$ cat config.mk
export PLATFORM = sky130hd
export DESIGN_NAME = noc_input_fifo
export DESIGN_NICKNAME = d
export VERILOG_FILES = /design/src/rtl/noc_input_fifo.sv
export SDC_FILE = /design/constraint.sdc
export NUM_CORES = 1
export LEC_CHECK = 0
export CORE_MARGIN = 2
export CORE_UTILIZATION = 50
export CTS_CLUSTER_SIZE = 30
export DETAILED_ROUTE_END_ITERATION = 6
export HOLD_SLACK_MARGIN = 0.12
export PLACE_DENSITY = 0.7
export RECOVER_POWER = 100
export SLEW_MARGIN = 20
export SYNTH_ARGS = -nofsm -noshare
export SYNTH_HDL_FRONTEND = slang
export SYNTH_SLANG_ARGS = --single-unit
$ cat constraint.sdc
create_clock -name clk -period 7.9 [get_ports clk]
set_input_delay 1.58 -clock clk [delete_from_list [all_inputs] [get_ports clk]]
set_output_delay 1.58 -clock clk [all_outputs]
set_load 0.01 [all_outputs]
$ cat src/rtl/noc_input_fifo.sv
// Per-input-port FWFT flit buffer for a NoC switch with credit return and packet tracking.
// Optional pop statistics (flit_count, pkt_count) are enabled by defining NOC_INFIFO_STATS_EN.
module noc_input_fifo #(
  parameter int unsigned DATA_WIDTH = 64,
  parameter int unsigned DEPTH      = 8,
  parameter int unsigned AW         = 3
) (
  input  logic                  clk,
  input  logic                  rst,
  input  logic                  in_valid,
  input  logic [DATA_WIDTH-1:0] in_data,
  input  logic                  in_tail,
  input  logic                  rd,
  output logic [DATA_WIDTH-1:0] head_data,
  output logic                  head_tail,
  output logic                  head_is_hdr,
  output logic                  empty,
  output logic [AW:0]           count,
`ifdef NOC_INFIFO_STATS_EN
  output logic [31:0]           pkt_count,
  output logic [31:0]           flit_count,
`endif
  output logic                  credit_out,
  output logic                  err_ovf,
  output logic                  err_udf
);

  localparam int unsigned ENTRY_W  = DATA_WIDTH + 1;
  localparam logic [AW:0] FULL_CNT = (AW+1)'(DEPTH);

  logic [ENTRY_W-1:0] mem [DEPTH];
  logic [AW-1:0]      rd_ptr;
  logic [AW-1:0]      wr_ptr;
  logic [AW:0]        count_q;
  logic [AW:0]        count_next;
  logic               empty_q;
  logic               mid_pkt;
  logic               full;
  logic               push;
  logic               pop;

  // Pop wins a slot back on a full FIFO, so a simultaneous write still fits.
  always_comb begin
    full       = (count_q == FULL_CNT);
    pop        = rd && !empty_q;
    push       = in_valid && (!full || pop);
    count_next = count_q + (AW+1)'(push) - (AW+1)'(pop);
  end

  // Head entry is presented straight from storage.
  always_comb begin
    {head_tail, head_data} = mem[rd_ptr];
    head_is_hdr            = !mid_pkt && !empty_q;
    empty                  = empty_q;
    count                  = count_q;
  end

  // Storage is not reset; contents are only observable while non-empty.
  always_ff @(posedge clk) begin
    if (push) begin
      mem[wr_ptr] <= {in_tail, in_data};
    end
  end

  always_ff @(posedge clk or posedge rst) begin
    if (rst) begin
      rd_ptr     <= '0;
      wr_ptr     <= '0;
      count_q    <= '0;
      empty_q    <= 1'b1;
      mid_pkt    <= 1'b0;
      credit_out <= 1'b0;
      err_ovf    <= 1'b0;
      err_udf    <= 1'b0;
    end else begin
      credit_out <= pop;
      count_q    <= count_next;
      empty_q    <= (count_next == '0);
      if (push) begin
        wr_ptr <= wr_ptr + AW'(1);
      end
      if (pop) begin
        rd_ptr  <= rd_ptr + AW'(1);
        mid_pkt <= !head_tail;
      end
      if (in_valid && full && !pop) begin
        err_ovf <= 1'b1;
      end
      if (rd && empty_q) begin
        err_udf <= 1'b1;
      end
    end
  end

`ifdef NOC_INFIFO_STATS_EN
  logic [31:0] flit_cnt_q;
  logic [31:0] pkt_cnt_q;

  // Saturating pop counters.
  always_ff @(posedge clk or posedge rst) begin
    if (rst) begin
      flit_cnt_q <= '0;
      pkt_cnt_q  <= '0;
    end else if (pop) begin
      if (flit_cnt_q != '1) begin
        flit_cnt_q <= flit_cnt_q + 32'd1;
      end
      if (head_tail && (pkt_cnt_q != '1)) begin
        pkt_cnt_q <= pkt_cnt_q + 32'd1;
      end
    end
  end

  always_comb begin
    flit_count = flit_cnt_q;
    pkt_count  = pkt_cnt_q;
  end
`endif

endmodule

# Word-level counts from Yosys, hierarchy flattened
# Memories as Yosys holds them, arrays and structs flattened.
# Cells that the tools add are included.
totals:
  reg_bits: 15
  mem_bits_rw: 520
  input_bits: 69
  out_inout_bits: 74
  n_memories: 1
classes:
  n_addsub: 4
  n_eq_ne: 1
  mux: 2
  reduce_logical: 13
memory_table:
  columns: ["name", "words", "width", "read_ports", "rd_ports_with_merged_regs", "write_ports", "line_no", "source"]
  rows:
  - ["mem", 8, 65, 1, 0, 1, "31", "logic [ENTRY_W-1:0] mem [DEPTH];"]
op_table:
  columns: ["cell", "n"]
  rows:
  - ["3-bit by 1-bit adder with 3-bit output (second input constant)", 2]
  - ["1-bit logical AND", 6]
  - ["1-bit zero test", 5]
  - ["4-bit by 1-bit adder with 4-bit output", 1]
  - ["4-bit equality test (second input constant)", 1]
  - ["4-bit zero test", 1]
  - ["4-bit by 1-bit subtractor with 4-bit output", 1]
  - ["1-bit 2-to-1 mux", 2]
  - ["1-bit logical OR", 1]

# Depth between registers and ports, before layout
logic_depth:
  depth_word: 7
  depth_mapped: 10
  mapped_depth_nobuf: 10

# Least setup slack after synthesis
# Ideal clock, no wire load.
synth_timing:
  path_type: "input to register"
  from: "in rd"
  to: "mem mem[0][0] (netlist name) (enable)"
  setup_ps: 568
  t_arrival_ps: 6690
  required_ps: 7332
  path_slack_ps: 643
  path_stages: 5
  path_cell_list: "nand2b_1 -> clkbuf_1 -> a31oi_2 -> nand2b_1 -> nor3_1"
synth_between:
  elab_chain_cells: 5
synth_rtl:
  columns: ["element", "line_no", "source"]
  rows:
  - ["start: declaration", "13", "input logic rd,"]
  - ["1-bit logical AND", "45", "pop = rd && !empty_q;"]
  - ["1-bit logical OR", "46", "push = in_valid && (!full || pop);"]
  - ["1-bit logical AND", "46", null]
  - ["1-bit 2-to-1 mux", "60", "if (push) begin"]
  - ["1-bit 2-to-1 mux (not written as such)", "61", "mem[wr_ptr] <= {in_tail, in_data};"]
  - ["end: declaration", "31", null]
# No other way between the ends.

# Final worst setup path
layout_timing:
  from: "in rd"
  to: "mem mem[3][44] (netlist name) (enable)"
# The elaborated chain is that of the path after synthesis.

==> results.cfg <==
[global_routing]
gr-usage-all-layers_pct = 18.9
grt_pass1_vias = 9527
grt.overflow.total = 0
grt_max_degree = 66
grt_pass1_wl_um = 58400
antenna_found_initial = 9

[clock_network]
htree_levels = 2
postCtsSetupBuffers = 0
cts_buffers = 52
clockRootBuffer = clkbuf_16
ctsResizeCount = 0
holdBufCountCts = 0
clk_pin_slew_worst_paths_ps = 60
cts_buffer_depth = 3
clock-sinks = 535
insertion_delay_ps = 580
cts_tree = done

[route]
drc_errors = 0
vias_per_cell = 5.67
dr.pass1.iters = 5
drt-total-wl_um = 38500
ant_nets = 0
via_count = 8873
drt_iter0_drc = 656
drt-wirelength-per-cell_um = 24.6

[synth]
synth_area_um2 = 20300
synth_top_area_share_pct = 77.0
ys_seq_elements = 535
yosysTopAreaCell = edfxtp_1
syn_nets = 900
yosysWarnings = 0
postSynthAreaPerCell_um2 = 24.6
yosysUniqueCellTypes = 27
ys_seq_area_share_pct = 78.9
postSynthCellCount = 824
synth_area_leaders = edfxtp_1 (77%), mux4_2 (14%), mux2_2 (3.8%), dfrtp_1 (1.7%), buf_6 (0.72%)

[die]
die-height_um = 205
core_um2 = 39900
fp.dieArea_um2 = 42200
io_pins = 143
start_util_pct = 50.8
rows = 73
die_x_um = 205

[layout]
layout_common_cells = edfxtp_1 (520), dlygate4sd3_1 (136), mux4_2 (126), mux2_2 (69), clkbuf_16 (53)
area_delta_synth_final_pct = 17.7
final_common_cell = edfxtp_1
fillers = 2770
num-nets-final = 1074
drive_gt1_share_pct = 27.3

[placed_design]
gp_congestion = 0.693
dp_slack_ps = 2820
io_buffers = 142
hpwl_um = 20700

[timing]
drv_slew = 463
finClkSkew_ps = 12.1
min_period_ps = 6080
fmax_ghz = 0.164
setup_viol = 0
maxSlewHeadroom_pct = -95.1
tns_ps = 0
hold_viol = 0
tightest_slew_ps = 2920
fin_crit_sh_pct = 77.0
rsz0062_at_grt = false
fin_ws_ps = 1820

[setup_path]
crit_required_ps = 8110
crit_chain = dlygate4sd3_1 > nand2b_1 > a31oi_1 > nand2_1 > nor2_1 > buf_4
r2r_end = mem[3][44]
critical_path.startpoint = rd
regToRegStartpoint = empty
worstPathArrival_ps = 6300
worstSetupPathType = in2reg
path_max_fanout = 38
startpoint_type = input pin
r2r_cells = 5
cp-end-kind = flop
r2r_slack_ps = 2930
crit_slowest_cell = nor2_1
cpPeakStageDelay_ps = 2160

[hold_path]
holdPathStages = 1
hold_start = err_udf
min-delay-path-class = reg2reg
min_to = err_udf

[power_and_ir_drop]
power.density_nw_per_um2 = 370
vdd_drop_max_mv = 0.224
cellLeakagePower_nw = 7.61

[status]
status = finished with violations
failed_checks = max-capacitance violations, max-slew violations

[run]
cap_viol_max_count = 10
==> worst max-delay path by stage <==
stage,endpoint,slack [ps],cells past startpoint
finish,mem[3][44],1820,6
global route,mem[6][43],1320,6
CTS,head_data[2],2490,4
detailed placement,mem[2][40],2820,6
global placement,mem[3][40],2850,6
floorplan,mem[0][0],640,5
==> worst max-delay path: cells and delay by family <==
kind	cells	cell delay, ps
AOI/OAI and AO/OA	1	590
buffers and inverters	2	1410
and+or+nand+nor	3	2700
==> report_power, final <==
part	switching [mW]	internal [mW]	leakage (nW)
registers	0.270	3.60	4.89
logic	1.19	1.42	1.93
clock network	1.01	1.34	0.783
==> layout make-up <==
type	instances	area, µm²	share of cell area, %
diodes	2	5.00	0.0210
flip-flops and latches	535	16000	67.1
clock buffers	70	1400	5.87
multi-input cells	244	4030	16.9
repair buffers	157	1540	6.45
inverters	8	30.0	0.126
well taps	525	657	2.75
clock inverters	25	205	0.860
==> synth_stat cells <==
master,count
a21o_1,2
a21oi_1,1
a31oi_2,1
buf_1,9
buf_2,4
buf_6,13
buf_8,1
clkbuf_1,10
dfrtp_1,14
dfstp_2,1
edfxtp_1,520
fa_1,1
ha_1,6
inv_1,8
mux2_2,69
mux4_1,3
mux4_2,126
nand2_1,11
nand2b_1,4
nand3_1,1
nor2_1,8
nor3_1,2
nor4_1,1
o21ai_0,1
o21bai_1,1
xnor2_1,5
xor2_1,1
==> flip-flops by register name (all words and copies together) (netlist names) <==
| name | count |
|---|---|
| credit_out | 1 |
| empty | 1 |
| err_ovf | 1 |
| wr_ptr | 3 |
| count | 4 |
| mem | 520 |
| rd_ptr | 3 |
| err_udf | 1 |
| mid_pkt | 1 |
==> metrics by stage <==
stage / util, % / power [mW] / instance area, µm² / hold WS [ps] / cells
6_report: 59.8 / 8.83 / 23900 / 464 / 1566
3_3_place_gp: 55.8 / 6.68 / 22300 / 439 / 1468
2_1_floorplan: - / 5.58 / 20300 / 451 / 824
3_5_place_dp: 55.9 / 6.72 / 22300 / 463 / 1469
5_1_grt: 59.8 / 9.25 / 23900 / 489 / 1564
4_1_cts: 59.9 / 9.08 / 23900 / 478 / 1564
==> cells by family (layout without fill, tap and decap cells) <==
kind of cell	after synthesis	count (layout)	share of synthesized area, %
adder cells (fa/ha/maj)	7	7	0.469
AO/OA/AOI/OAI	6	6	0.222
other	0	2	0
AND/OR/NAND/NOR	27	27	0.580
buffers and inverters	45	260	1.39
XOR/XNOR	6	6	0.259
flip-flops	535	535	78.9
multiplexers	198	198	18.2
==> metal layers <==
layer | up-vias | wire, µm | GRT usage, %
met3 | 64 | 2150 | 3.64
met2 | 241 | 19200 | 30.7
met4 | 4 | 791 | 6.19
met5 | - | 26 | 0
li1 | 3843 | - | -
met1 | 4721 | 16400 | 26.2
Note: power is estimated with default switching activity, not from simulation.
